### src/rtl/conv_window_builder.sv
`default_nettype none

// ============================================================================
//  Module      : conv_window_builder
//  Description : Builds a 3x3 sliding window per processing core from a stream
//                of 3-row column beats.  Each beat carries {top, middle,
//                bottom} rows for every core; the block keeps a two-column
//                history and emits a registered window one cycle after each
//                qualifying beat, with optional stride-2 subsampling.
//
//  Ports
//    system_clk          : clock, rising edge
//    rst                 : synchronous active-high reset
//    feature_cache_data  : PE_CORE_NUM x {top, mid, bottom} column beat
//    feature_cache_valid : one column beat this cycle (no backpressure)
//    frame_start         : latches col_size/row_size/stride, clears counters
//    col_size, row_size  : frame width / height in beats (0 is treated as 1)
//    stride              : 0 = stride 1, 1 = stride 2
//    window_data         : PE_CORE_NUM x 3x3 window, element r*3+c per core
//    window_valid        : window_data/window_col/window_row are valid
//    window_col/row      : top-left coordinate of the emitted window
//    frame_done          : single-cycle pulse aligned with the final window
//
//  Revision    : 1.0 - initial release
// ============================================================================

`ifndef FEATURE_WIDTH
`define FEATURE_WIDTH 8
`endif
`ifndef PE_CORE_NUM
`define PE_CORE_NUM 2
`endif

module conv_window_builder #(
    parameter int FEATURE_WIDTH = `FEATURE_WIDTH,
    parameter int PE_CORE_NUM   = `PE_CORE_NUM
) (
    input  logic                                   system_clk,
    input  logic                                   rst,
    input  logic [PE_CORE_NUM*3*FEATURE_WIDTH-1:0] feature_cache_data,
    input  logic                                   feature_cache_valid,
    input  logic                                   frame_start,
    input  logic [9:0]                             col_size,
    input  logic [9:0]                             row_size,
    input  logic                                   stride,
    output logic [PE_CORE_NUM*9*FEATURE_WIDTH-1:0] window_data,
    output logic                                   window_valid,
    output logic [9:0]                             window_col,
    output logic [9:0]                             window_row,
    output logic                                   frame_done
);

    localparam int C_FW    = FEATURE_WIDTH;
    localparam int C_DIN_W = PE_CORE_NUM * 3 * FEATURE_WIDTH;
    localparam int C_WIN_W = PE_CORE_NUM * 9 * FEATURE_WIDTH;

    localparam logic [0:0] S_IDLE = 1'b0;
    localparam logic [0:0] S_RUN  = 1'b1;

    // Control state
    logic [0:0]         r_state;
    logic [0:0]         w_next_state;
    logic [9:0]         r_col_cnt;
    logic [9:0]         r_row_cnt;
    logic [9:0]         r_col_size;
    logic [9:0]         r_row_size;
    logic               r_stride;

    // Column history (no reset needed: the col_cnt>=2 gate hides stale data)
    logic [C_DIN_W-1:0] r_left;
    logic [C_DIN_W-1:0] r_mid;

    // Registered outputs
    logic [C_WIN_W-1:0] r_window_data;
    logic               r_window_valid;
    logic [9:0]         r_window_col;
    logic [9:0]         r_window_row;
    logic               r_frame_done;

    // Per-beat decode
    logic               w_accept;
    logic [9:0]         w_cnt_col;
    logic [9:0]         w_cnt_row;
    logic [9:0]         w_col_size_eff;
    logic [9:0]         w_row_size_eff;
    logic               w_stride_eff;
    logic               w_col_last;
    logic               w_row_last;
    logic               w_win;
    logic               w_last;
    logic [9:0]         w_col_nxt;
    logic [9:0]         w_row_nxt;
    logic [C_WIN_W-1:0] w_window;

    // ------------------------------------------------------------------
    // State register
    // ------------------------------------------------------------------
    always_ff @(posedge system_clk) begin
        if (rst) begin
            r_state <= S_IDLE;
        end else begin
            r_state <= w_next_state;
        end
    end

    // ------------------------------------------------------------------
    // Next-state logic.  frame_start always (re)starts a frame; a
    // frame_start beat can itself be the last beat of a 1x1 frame.
    // ------------------------------------------------------------------
    always_comb begin
        w_next_state = r_state;
        case (r_state)
            S_IDLE: begin
                if (frame_start) begin
                    w_next_state = w_last ? S_IDLE : S_RUN;
                end
            end
            S_RUN: begin
                if (frame_start) begin
                    w_next_state = w_last ? S_IDLE : S_RUN;
                end else if (w_last) begin
                    w_next_state = S_IDLE;
                end
            end
            default: w_next_state = S_IDLE;
        endcase
    end

    // ------------------------------------------------------------------
    // Beat decode.  On a frame_start cycle the incoming configuration and
    // zeroed counters apply to a beat arriving in that same cycle.
    // ------------------------------------------------------------------
    always_comb begin
        w_accept       = feature_cache_valid && ((r_state == S_RUN) || frame_start);
        w_cnt_col      = frame_start ? 10'd0 : r_col_cnt;
        w_cnt_row      = frame_start ? 10'd0 : r_row_cnt;
        w_col_size_eff = r_col_size;
        w_row_size_eff = r_row_size;
        w_stride_eff   = r_stride;
        if (frame_start) begin
            w_col_size_eff = (col_size == 10'd0) ? 10'd1 : col_size;
            w_row_size_eff = (row_size == 10'd0) ? 10'd1 : row_size;
            w_stride_eff   = stride;
        end
        w_col_last = (w_cnt_col == w_col_size_eff - 10'd1);
        w_row_last = (w_cnt_row == w_row_size_eff - 10'd1);
        // (cnt-2) is even exactly when cnt is even
        w_win      = w_accept && (w_cnt_col >= 10'd2) && (w_cnt_row >= 10'd2) &&
                     (!w_stride_eff || (!w_cnt_col[0] && !w_cnt_row[0]));
        w_last     = w_accept && w_col_last && w_row_last;
        w_col_nxt  = w_col_last ? 10'd0 : (w_cnt_col + 10'd1);
        w_row_nxt  = w_col_last ? (w_cnt_row + 10'd1) : w_cnt_row;
    end

    // ------------------------------------------------------------------
    // Window assembly: row r=0 is the top row, which sits in the MSB
    // slice of each core's input; column 2 is the beat arriving now.
    // ------------------------------------------------------------------
    for (genvar i = 0; i < PE_CORE_NUM; i++) begin : g_core
        for (genvar r = 0; r < 3; r++) begin : g_row
            localparam int C_SRC = i*3*C_FW + (2-r)*C_FW;
            localparam int C_DST = i*9*C_FW + r*3*C_FW;
            assign w_window[C_DST          +: C_FW] = r_left[C_SRC +: C_FW];
            assign w_window[C_DST + C_FW   +: C_FW] = r_mid[C_SRC +: C_FW];
            assign w_window[C_DST + 2*C_FW +: C_FW] = feature_cache_data[C_SRC +: C_FW];
        end
    end

    // ------------------------------------------------------------------
    // Counters, configuration and registered outputs
    // ------------------------------------------------------------------
    always_ff @(posedge system_clk) begin
        if (rst) begin
            r_col_cnt      <= 10'd0;
            r_row_cnt      <= 10'd0;
            r_col_size     <= 10'd1;
            r_row_size     <= 10'd1;
            r_stride       <= 1'b0;
            r_window_valid <= 1'b0;
            r_frame_done   <= 1'b0;
            r_window_col   <= 10'd0;
            r_window_row   <= 10'd0;
            r_window_data  <= '0;
        end else begin
            if (frame_start) begin
                r_col_size <= w_col_size_eff;
                r_row_size <= w_row_size_eff;
                r_stride   <= w_stride_eff;
            end
            if (w_accept) begin
                r_col_cnt <= w_col_nxt;
                r_row_cnt <= w_row_nxt;
            end else if (frame_start) begin
                r_col_cnt <= 10'd0;
                r_row_cnt <= 10'd0;
            end
            r_window_valid <= w_win;
            r_frame_done   <= w_last;
            if (w_win) begin
                r_window_col  <= w_cnt_col - 10'd2;
                r_window_row  <= w_cnt_row - 10'd2;
                r_window_data <= w_window;
            end
        end
    end

    always_ff @(posedge system_clk) begin
        if (w_accept) begin
            r_left <= r_mid;
            r_mid  <= feature_cache_data;
        end
    end

    assign window_data  = r_window_data;
    assign window_valid = r_window_valid;
    assign window_col   = r_window_col;
    assign window_row   = r_window_row;
    assign frame_done   = r_frame_done;

endmodule

`default_nettype wire

### config.mk
export PLATFORM = sky130hd
export DESIGN_NAME = conv_window_builder
export DESIGN_NICKNAME = d
export VERILOG_FILES = /design/src/rtl/conv_window_builder.sv
export SDC_FILE = /design/constraint.sdc
export NUM_CORES = 1
export LEC_CHECK = 0
export ABC_AREA = 1
export BUFFER_PORTS_ARGS = -buffer_cell sky130_fd_sc_hd__buf_4
export CORE_MARGIN = 8
export CORE_UTILIZATION = 59
export CTS_CLUSTER_DIAMETER = 60
export CTS_CLUSTER_SIZE = 40
export DETAILED_ROUTE_END_ITERATION = 12
export PLACE_DENSITY = 0.85
export SYNTH_ARGS = -nofsm -noshare
export SYNTH_HDL_FRONTEND = slang
export SYNTH_SLANG_ARGS = --single-unit
### constraint.sdc
create_clock -name system_clk -period 7.25 [get_ports system_clk]
set_input_delay 0.725 -clock system_clk [delete_from_list [all_inputs] [get_ports system_clk]]
set_output_delay 0.725 -clock system_clk [all_outputs]
set_load 0.01 [all_outputs]
==> impl_metrics.csv, run 1 <==
group,metric,value,unit
pwr,ir_drop,0.266,mV
sta,worstMarginPinSlew,1110,ps
pwr,pwr_density_cell,229,mW/mm2
sta,skew,37.3,ps
sta,rsz0062_at_grt,"false",
finish,area_growth,22.2,%
setup_path,required,7700,ps
detailed_routing,dr.max_layer_used,"met4",
finish,antennaDiodeCount,0,
sta,slew-limit-headroom,0.262,
floorplanning,core,0.0194,mm2
clocking,h-tree-depth,1,
placement,place_congestion,0.887,
finish,final_nets,1581,
clocking,cts.sinks,304,
floorplanning,rows,51,
detailed_routing,firstDrtPassIters,5,
clocking,postCtsSetupBuffers,0,
pwr,p_int,2.43,mW
clocking,cts_tree,"done",
placement,io_buffers,238,
yosys,ys_warn_count,0,
detailed_routing,drc,0,
floorplanning,die_area,0.0245,mm2
pwr,p_sw,0.834,mW
global_routing,grt_max_degree,148,
clocking,cts_buffers,19,
yosys,syn_area,0.0116,mm2
yosys,yosysSeqAreaShare,0.605,
sta,min_period,4320,ps
sta,finalSetupViolCount,0,
placement,dp_hpwl,20000,um
setup_path,path_class,"input port to register",
floorplanning,die_w,156,um
detailed_routing,wl_met1,11600,um
floorplanning,die_h,156,um
floorplanning,top_level_ports,239,
clocking,path_clk_slew,120,ps
setup_path,worstPathArrival,4770,ps
hold_path,hp-start,"feature_cache_data[7]",
global_routing,grt_usage,0.231,
sta,report.final.hold_viol_count,0,
run_status,status,"finished, final reports clean",
clocking,clockBufferDepth,3,
setup_path,critPathMaxFanout,147,
yosys,synth_seq_cells,304,
yosys,syn_inst,1301,
sta,setup_tns,0,ps
placement,dp.cells,1742,
detailed_routing,routed_wl,29300,um
clocking,postCtsResizedCells,0,
global_routing,antenna_found_initial,0,
pwr,p_leak,6.02,nW
detailed_routing,dr_wl_met2,14300,um
setup_path,crit_start,"frame_start",
pwr,seq_power_share,0.555,
setup_path,cp-start-kind,"input port",
clocking,worstSkewPairLatency,530,ps
finish,final_cells,1775,
setup_path,regToRegStartpoint,"r_col_cnt[2]",
job,cap_violations,0,
detailed_routing,first_iter_violations,557,
detailed_routing,num_vias,9325,
hold_path,hold_class,"input port to register",
yosys,synth_cell_types,39,
finish,fill_cells,1447,
global_routing,grt_pass1_vias,9065,
clocking,hold_buffers,0,
pwr,switching_share,0.256,
yosys,synth_nets,1384,
finish,drive_above_1_share,0.210,
global_routing,gr-total-overflow,0,
detailed_routing,vias_per_cell,5.25,
detailed_routing,ant_nets,0,
pwr,p_total,3.26,mW
pwr,comb_power_share,0.055,
setup_path,endpoint_kind,"register",
global_routing,grt_pass1_wl,45900,um
floorplanning,start_util,0.600,
sta,timing.final.crit_share,0.596,
clocking,cts-root-buf,"clkbuf_16",
detailed_routing,wl_per_cell,16.5,um
sta,finalMaxSlewViolations,0,
detailed_routing,wl_met3,3030,um
pwr,clock_power_share,0.389,
yosys,syn_area_per_cell,8.95,um2
sta,fmax,231,MHz
-- power groups by stage --
| stage | clock, mW | sequential, mW | combinational, mW |
|---|---|---|---|
| 6_report | 1.27 | 1.81 | 0.181 |
| 4_1_cts | 1.29 | 1.81 | 0.181 |
| 2_1_floorplan | 0 | 1.85 | 0.113 |
| 3_5_place_dp | 0 | 1.85 | 0.179 |
| 5_1_grt | 1.36 | 1.81 | 0.202 |
| 3_3_place_gp | 0 | 1.85 | 0.176 |
-- state kept, by name (all words and copies together) (netlist names) --
name          count
frame_done        1
r_col_cnt        10
r_col_size       10
r_left           48
r_mid            48
r_row_cnt        10
r_row_size       10
r_state           1
r_stride          1
window_col       10
window_data     144
window_row       10
window_valid      1
-- area by class of cell --
| cell class | instances | area, um2 | share of cell area |
|---|---|---|---|
| clock inverters | 14 | 282 | 0.0198 |
| well taps | 265 | 332 | 0.0233 |
| inverters | 69 | 269 | 0.0189 |
| multi-input cells | 862 | 4010 | 0.282 |
| repair buffers | 242 | 1820 | 0.128 |
| flip-flops and latches | 304 | 7050 | 0.495 |
| clock buffers | 19 | 475 | 0.0334 |
-- routing by layer --
layer,vias to the layer above,track usage
li1,4621,-
met1,4346,0.274
met2,321,0.400
met3,37,0.0836
met4,0,0.0435
met5,-,0
-- cells by family after synthesis --
kind of cell / after synthesis / share of synthesized area
buffers and inverters: 135 / 0.0512
XOR/XNOR: 28 / 0.0211
flip-flops: 304 / 0.605
adder cells (fa/ha/maj): 10 / 0.0107
AND/OR/NAND/NOR: 607 / 0.214
AO/OA/AOI/OAI: 215 / 0.0958
multiplexers: 2 / 0.00172
-- path summary, 6_finish.rpt --
kind	slack (ps)	to	cells past startpoint
min reg2reg	440	r_left[4]	0
max	2930	window_data[10]	12
max reg2reg	3710	window_data[10]	11
min	370	r_mid[7]	1
-- cell usage in the layout, fill, tap and decap left out, types with 4 or more instances in the layout --
cell type,count
a21oi_1,29
clkbuf_16,19
edfxtp_1,96
inv_2,8
inv_1,57
nor2_1,381
dfxtp_1,208
nor3_1,4
xnor2_1,7
ha_1,10
nor2_2,4
nand2_1,133
xor2_1,21
nand3_1,46
nand4_1,12
clkinv_16,4
o21ai_2,4
o21ai_1,28
o21ai_0,143
nand2_2,9
buf_4,242
-- Yosys cell counts, drive strengths merged --
library cell	number	area (um2)
nand2	143	567
a21oi	29	145
inv	67	251
nand4	12	75.1
ha	10	125
nand3	50	270
clkinv	2	7.51
o211ai	2	15.0
mux2i	2	20.0
edfxtp	96	2880
a21o	1	7.51
xnor2	7	61.3
a31oi	3	18.8
a211oi	2	15.0
a21boi	2	15.0
o21bai	1	7.51
nor3	7	50.1
dfxtp	208	4160
clkbuf	33	124
buf	33	213
o21ai	175	891
or2	7	43.8
xor2	21	184
nor2	388	1490
-- metrics by stage --
step                      hold slack [ps]  setup WS (ps)  cell area [um2]  utilization
after floorplan                       421           2860            11600            -
after global placement                423           2550            13500        0.694
after detailed placement              426           2480            13500        0.694
after CTS                             357           3020            14200        0.733
after global routing                  352           2660            14200        0.733
final                                 373           2930            14200        0.733
-- worst max-delay path, cell delays in order --
cell and delay (ps):
buf_4 240, inv_2 580, nand2_1 270, inv_1 220
ha_1 170, nand2_1 60, nand4_1 160, nand3_4 530
inv_6 1030, buf_4 460, nor2_1 70, nor2_1 120
(Power assumes the default switching activity.)
==> run 2, diff against run 1 <==
- CORE_UTILIZATION: 59 -> 49
- PLACE_DENSITY: 0.85 -> 0.75
- clock period: 7.25 -> 3.71 ns (I/O delays scaled with it)
==> impl_metrics.csv, run 2 (synthesized netlist as in run 1, its figures left out) <==
group,metric,value,unit
finish,fill_cells,1974,
sta,fin_ws,1040,ps
detailed_routing,ant_nets,0,
clocking,cts_buffers,21,
setup_path,required,4130,ps
global_routing,grt_max_degree,99,
global_routing,grt_pass1_vias,8799,
sta,finalMaxSlewViolations,0,
floorplanning,die_h,170,um
hold_path,hp-start,"feature_cache_data[21]",
sta,fin_hold_ws,30.1,ps
detailed_routing,first_iter_violations,588,
setup_path,critPathMaxFanout,33,
detailed_routing,num_vias,9228,
global_routing,antenna_found_initial,0,
sta,finalSetupViolCount,0,
placement,dp.cells,1803,
setup_path,endpoint_kind,"register",
clocking,cts-root-buf,"clkbuf_16",
global_routing,gr-total-overflow,0,
finish,final_common_cell,"nor2_1",
setup_path,cpPeakStageDelay,340,ps
placement,dp_hpwl,19900,um
detailed_routing,firstDrtPassIters,4,
detailed_routing,vias_per_cell,5.01,
pwr,p_leak,6.12,nW
sta,min_period,2670,ps
setup_path,crit_buf_inv,3,
detailed_routing,drc,0,
sta,fmax,374,MHz
clocking,cts.sinks,304,
finish,final_cells,1843,
hold_path,hold_class,"input port to register",
finish,area_growth,24.5,%
placement,place_ws,530,ps
setup_path,cp-start-kind,"input port",
setup_path,path_cells,"buf_4, inv_2, or2_0, o21bai_1, nand2_1, ha_1, nand3_2, nor2_4, nand4_1, xor2_1, inv_1, nor2_2, nand3_2, nor2_4, nand3_1, nand2_1, nor2_1",
sta,skew,19.2,ps
clocking,postCtsSetupBuffers,0,
finish,final_cell_area,0.0145,mm2
placement,dpl-instance-area,0.0137,mm2
pwr,p_total,6.52,mW
setup_path,regToRegStartpoint,"r_col_size[0]",
floorplanning,start_util,0.497,
pwr,ir_drop,0.414,mV
finish,largest_reg_flops,144,
clocking,worstSkewPairLatency,520,ps
global_routing,grt_usage,0.192,
clocking,h-tree-depth,1,
detailed_routing,routed_wl,29200,um
clocking,postCtsResizedCells,0,
clocking,hold_buffers,0,
sta,timing.final.crit_share,0.721,
finish,final_cell_mix,"nor2_1 (381), buf_4 (243), dfxtp_1 (208)",
finish,multi_input_area,0.00401,mm2
sta,rsz0062_at_grt,"false",
floorplanning,die_w,170,um
finish,antennaDiodeCount,0,
finish,seq_area,0.00705,mm2
pwr,pwr_density_cell,450,mW/mm2
floorplanning,die_area,0.0289,mm2
clocking,cts_tree,"done",
floorplanning,rows,56,
finish,final_nets,1593,
global_routing,grt_pass1_wl,45600,um
floorplanning,core,0.0234,mm2
placement,io_buffers,238,
clocking,clockBufferDepth,3,
finish,drive_above_1_share,0.215,
clocking,path_clk_slew,100,ps
run_status,status,"finished, final reports clean",
detailed_routing,wl_per_cell,15.8,um
setup_path,ff2ff_setup_slack,1040,ps
setup_path,critical_path.top_delay_family,"simple AND/OR/NAND/NOR gates",
job,cap_violations,0,
floorplanning,top_level_ports,239,
sta,setup_tns,0,ps
setup_path,worstPathArrival,3090,ps
setup_path,path_class,"input port to register",
sta,slew-limit-headroom,0.579,
placement,place_congestion,0.849,
finish,final_util,0.619,
sta,report.final.hold_viol_count,0,
setup_path,crit_start,"frame_start",
setup_path,slowest_stage,"buf_4",
sta,worstMarginPinSlew,631,ps
[run 2: cell types whose count changed in the layout (fill, tap and decap cells not counted), sizes merged]
cell         previous run  this run
clkbuf                 19        22
bufinv                  0         1
buf                   242       249
dlygate4sd3             0         3
[run 2: power breakdown]
group          total [mW]  internal, mW  switching, mW
clock network        2.63          1.28           1.35
logic               0.359         0.131          0.227
registers            3.53          3.51         0.0237
[run 2: metal layers]
metal | track usage | part of all wire | vias to the layer above
met5 | 0 | 0 | -
met4 | 0.0458 | 0.018 | 0
met3 | 0.0656 | 0.085 | 38
met2 | 0.322 | 0.47 | 257
met1 | 0.236 | 0.43 | 4288
li1 | - | - | 4645
[run 2: path summary, 6_finish.rpt]
path	endpoint	depth (start not counted)
max	r_row_cnt[4]	17
min	r_mid[21]	1
max reg2reg	r_row_cnt[4]	14
min reg2reg	r_left[9]	0
[run 2: final cells by class]
cell class / count / area share
sequential: 304 / 0.486
multi-input combinational: 862 / 0.276
timing repair buffer: 252 / 0.136
clock buffer: 22 / 0.0380
tap: 319 / 0.0275
inverter: 69 / 0.0186
clock inverter: 15 / 0.0171
==> run 3, diff against run 2 <==
- CORE_UTILIZATION: 49 -> 55
- PLACE_DENSITY: 0.75 -> 0.8
- clock period: 3.71 -> 2.6 ns (I/O delays scaled with it)
==> impl_metrics.csv, run 3 (synthesized netlist as in run 1, its figures left out) <==
group,metric,value,unit
run_status,status,"finished, final reports clean",
finish,multi_input_area,0.00401,mm2
floorplanning,start_util,0.557,
sta,fin_ws,232,ps
global_routing,gr-total-overflow,0,
sta,fmax,422,MHz
detailed_routing,firstDrtPassIters,5,
detailed_routing,drc,0,
pwr,p_leak,6.48,nW
setup_path,endpoint_kind,"register",
setup_path,worstPathArrival,2780,ps
sta,slew-limit-headroom,0.564,
pwr,ir_drop,0.697,mV
clocking,path_clk_slew,80,ps
clocking,clockBufferDepth,3,
finish,final_cell_area,0.0152,mm2
finish,final_nets,1675,
sta,min_period,2370,ps
detailed_routing,num_vias,9693,
setup_path,path_cells,"or2_2, nand2_1, ha_2, nand3_2, nor2_4, nand4_1, xor2_1, inv_1, nor2_2, nand3_2, nor2_4, buf_12, nand3_1, nand2_1, nor2_1",
setup_path,cp-start-kind,"register",
detailed_routing,ant_nets,0,
floorplanning,die_area,0.0261,mm2
sta,worstMarginPinSlew,654,ps
finish,antennaDiodeCount,0,
sta,finalSetupViolCount,0,
clocking,h-tree-depth,1,
clocking,cts_buffers,21,
setup_path,cpPeakStageDelay,320,ps
placement,dp_hpwl,21200,um
clocking,cts-root-buf,"clkbuf_16",
finish,fill_cells,1517,
floorplanning,core,0.0209,mm2
global_routing,grt_usage,0.227,
global_routing,grt_pass1_vias,9718,
finish,area_growth,30.3,%
detailed_routing,routed_wl,30500,um
setup_path,r2r.worst_path.cells,15,
sta,finalMaxSlewViolations,0,
placement,dpl-instance-area,0.0139,mm2
pwr,pwr_density_cell,607,mW/mm2
floorplanning,top_level_ports,239,
clocking,cts_tree,"done",
setup_path,crit_buf_inv,2,
pwr,p_total,9.21,mW
global_routing,grt_pass1_wl,48800,um
clocking,worstSkewPairLatency,530,ps
setup_path,critical_path.top_delay_family,"simple AND/OR/NAND/NOR gates",
job,cap_violations,0,
global_routing,grt_max_degree,86,
hold_path,hold_class,"input port to register",
setup_path,critPathMaxFanout,18,
placement,place_congestion,0.970,
setup_path,slowest_stage,"dfxtp_1",
finish,final_cell_mix,"nor2_1 (380), buf_4 (277), dfxtp_1 (208)",
setup_path,path_class,"register to register",
setup_path,required,3010,ps
detailed_routing,vias_per_cell,5.15,
setup_path,crit_cells,15,
sta,fin_hold_ws,26.1,ps
placement,io_buffers,238,
floorplanning,rows,53,
finish,final_common_cell,"nor2_1",
global_routing,antenna_found_initial,0,
finish,drive_above_1_share,0.228,
finish,final_util,0.726,
detailed_routing,wl_per_cell,16.2,um
clocking,cts.sinks,304,
sta,skew,26.8,ps
floorplanning,die_h,161,um
finish,seq_area,0.00705,mm2
placement,place_ws,-34.2,ps
floorplanning,die_w,161,um
sta,report.final.hold_viol_count,0,
detailed_routing,first_iter_violations,559,
hold_path,whs_path_depth,3,
sta,timing.final.crit_share,0.911,
finish,largest_reg_flops,144,
==> run 3: cell types whose count changed in the layout (fill, tap and decap cells not counted), sizes merged <==
| cell | previous run | this run |
|---|---|---|
| clkinv | 7 | 6 |
| clkbuf | 22 | 24 |
| dlygate4sd3 | 3 | 48 |
| buf | 249 | 286 |
==> run 3: per-stage QoR <==
| step | cells | setup TNS [ps] |
|---|---|---|
| floorplan | 1301 | 0 |
| global placement | 1792 | 0 |
| detailed placement | 1792 | -65.4 |
| CTS | 1878 | 0 |
| global route | 1882 | -3.69 |
| finish | 1882 | 0 |
==> run 3: what timing repair did <==
action                                 CTS  global route
setup endpoints to repair                0             4
endpoints found under the hold margin   67             0
hold buffers                            48             0
resized for setup                        0             2
setup buffers                            0             4
==> run 3: final cells by class <==
| type | instances | share of cell area |
|---|---|---|
| timing repair buffer | 334 | 0.181 |
| multi-input combinational | 862 | 0.265 |
| inverter | 69 | 0.0179 |
| sequential | 304 | 0.465 |
| tap | 275 | 0.0227 |
| clock buffer | 24 | 0.0367 |
| clock inverter | 14 | 0.0128 |
==> run 3: worst register-to-register path, stage by stage (launching register included) <==
cell	delay (ps)
dfxtp_1	320
or2_2	270
nand2_1	100
ha_2	200
nand3_2	110
nor2_4	170
nand4_1	120
xor2_1	190
inv_1	70
nor2_2	110
nand3_2	110
nor2_4	120
buf_12	150
nand3_1	110
nand2_1	80
nor2_1	40
==> run 3: metal layers <==
| layer | up-vias | track usage | part of all wire |
|---|---|---|---|
| met1 | 4520 | 0.269 | 0.40 |
| met2 | 289 | 0.380 | 0.48 |
| met5 | - | 0 | 0 |
| met3 | 63 | 0.0751 | 0.085 |
| met4 | 0 | 0.0808 | 0.033 |
| li1 | 4821 | - | - |
==> run 3: worst paths after layout <==
| path | start | to | slack (ps) |
|---|---|---|---|
| setup / recovery | r_col_size[0] | r_row_cnt[3] | 230 |
| hold / removal | stride | r_stride | 30 |
| setup reg to reg | r_col_size[0] | r_row_cnt[3] | 230 |
| hold reg to reg | r_mid[10] | r_left[10] | 450 |
==> run 3: power breakdown <==
group          leakage (nW)  total [mW]  internal (mW)  switching [mW]
Sequential             2.59        5.04           5.01          0.0358
Clock                 0.368        3.58           1.77            1.81
Combinational          3.52       0.584          0.246           0.338
Total                  6.48        9.21           7.02            2.19
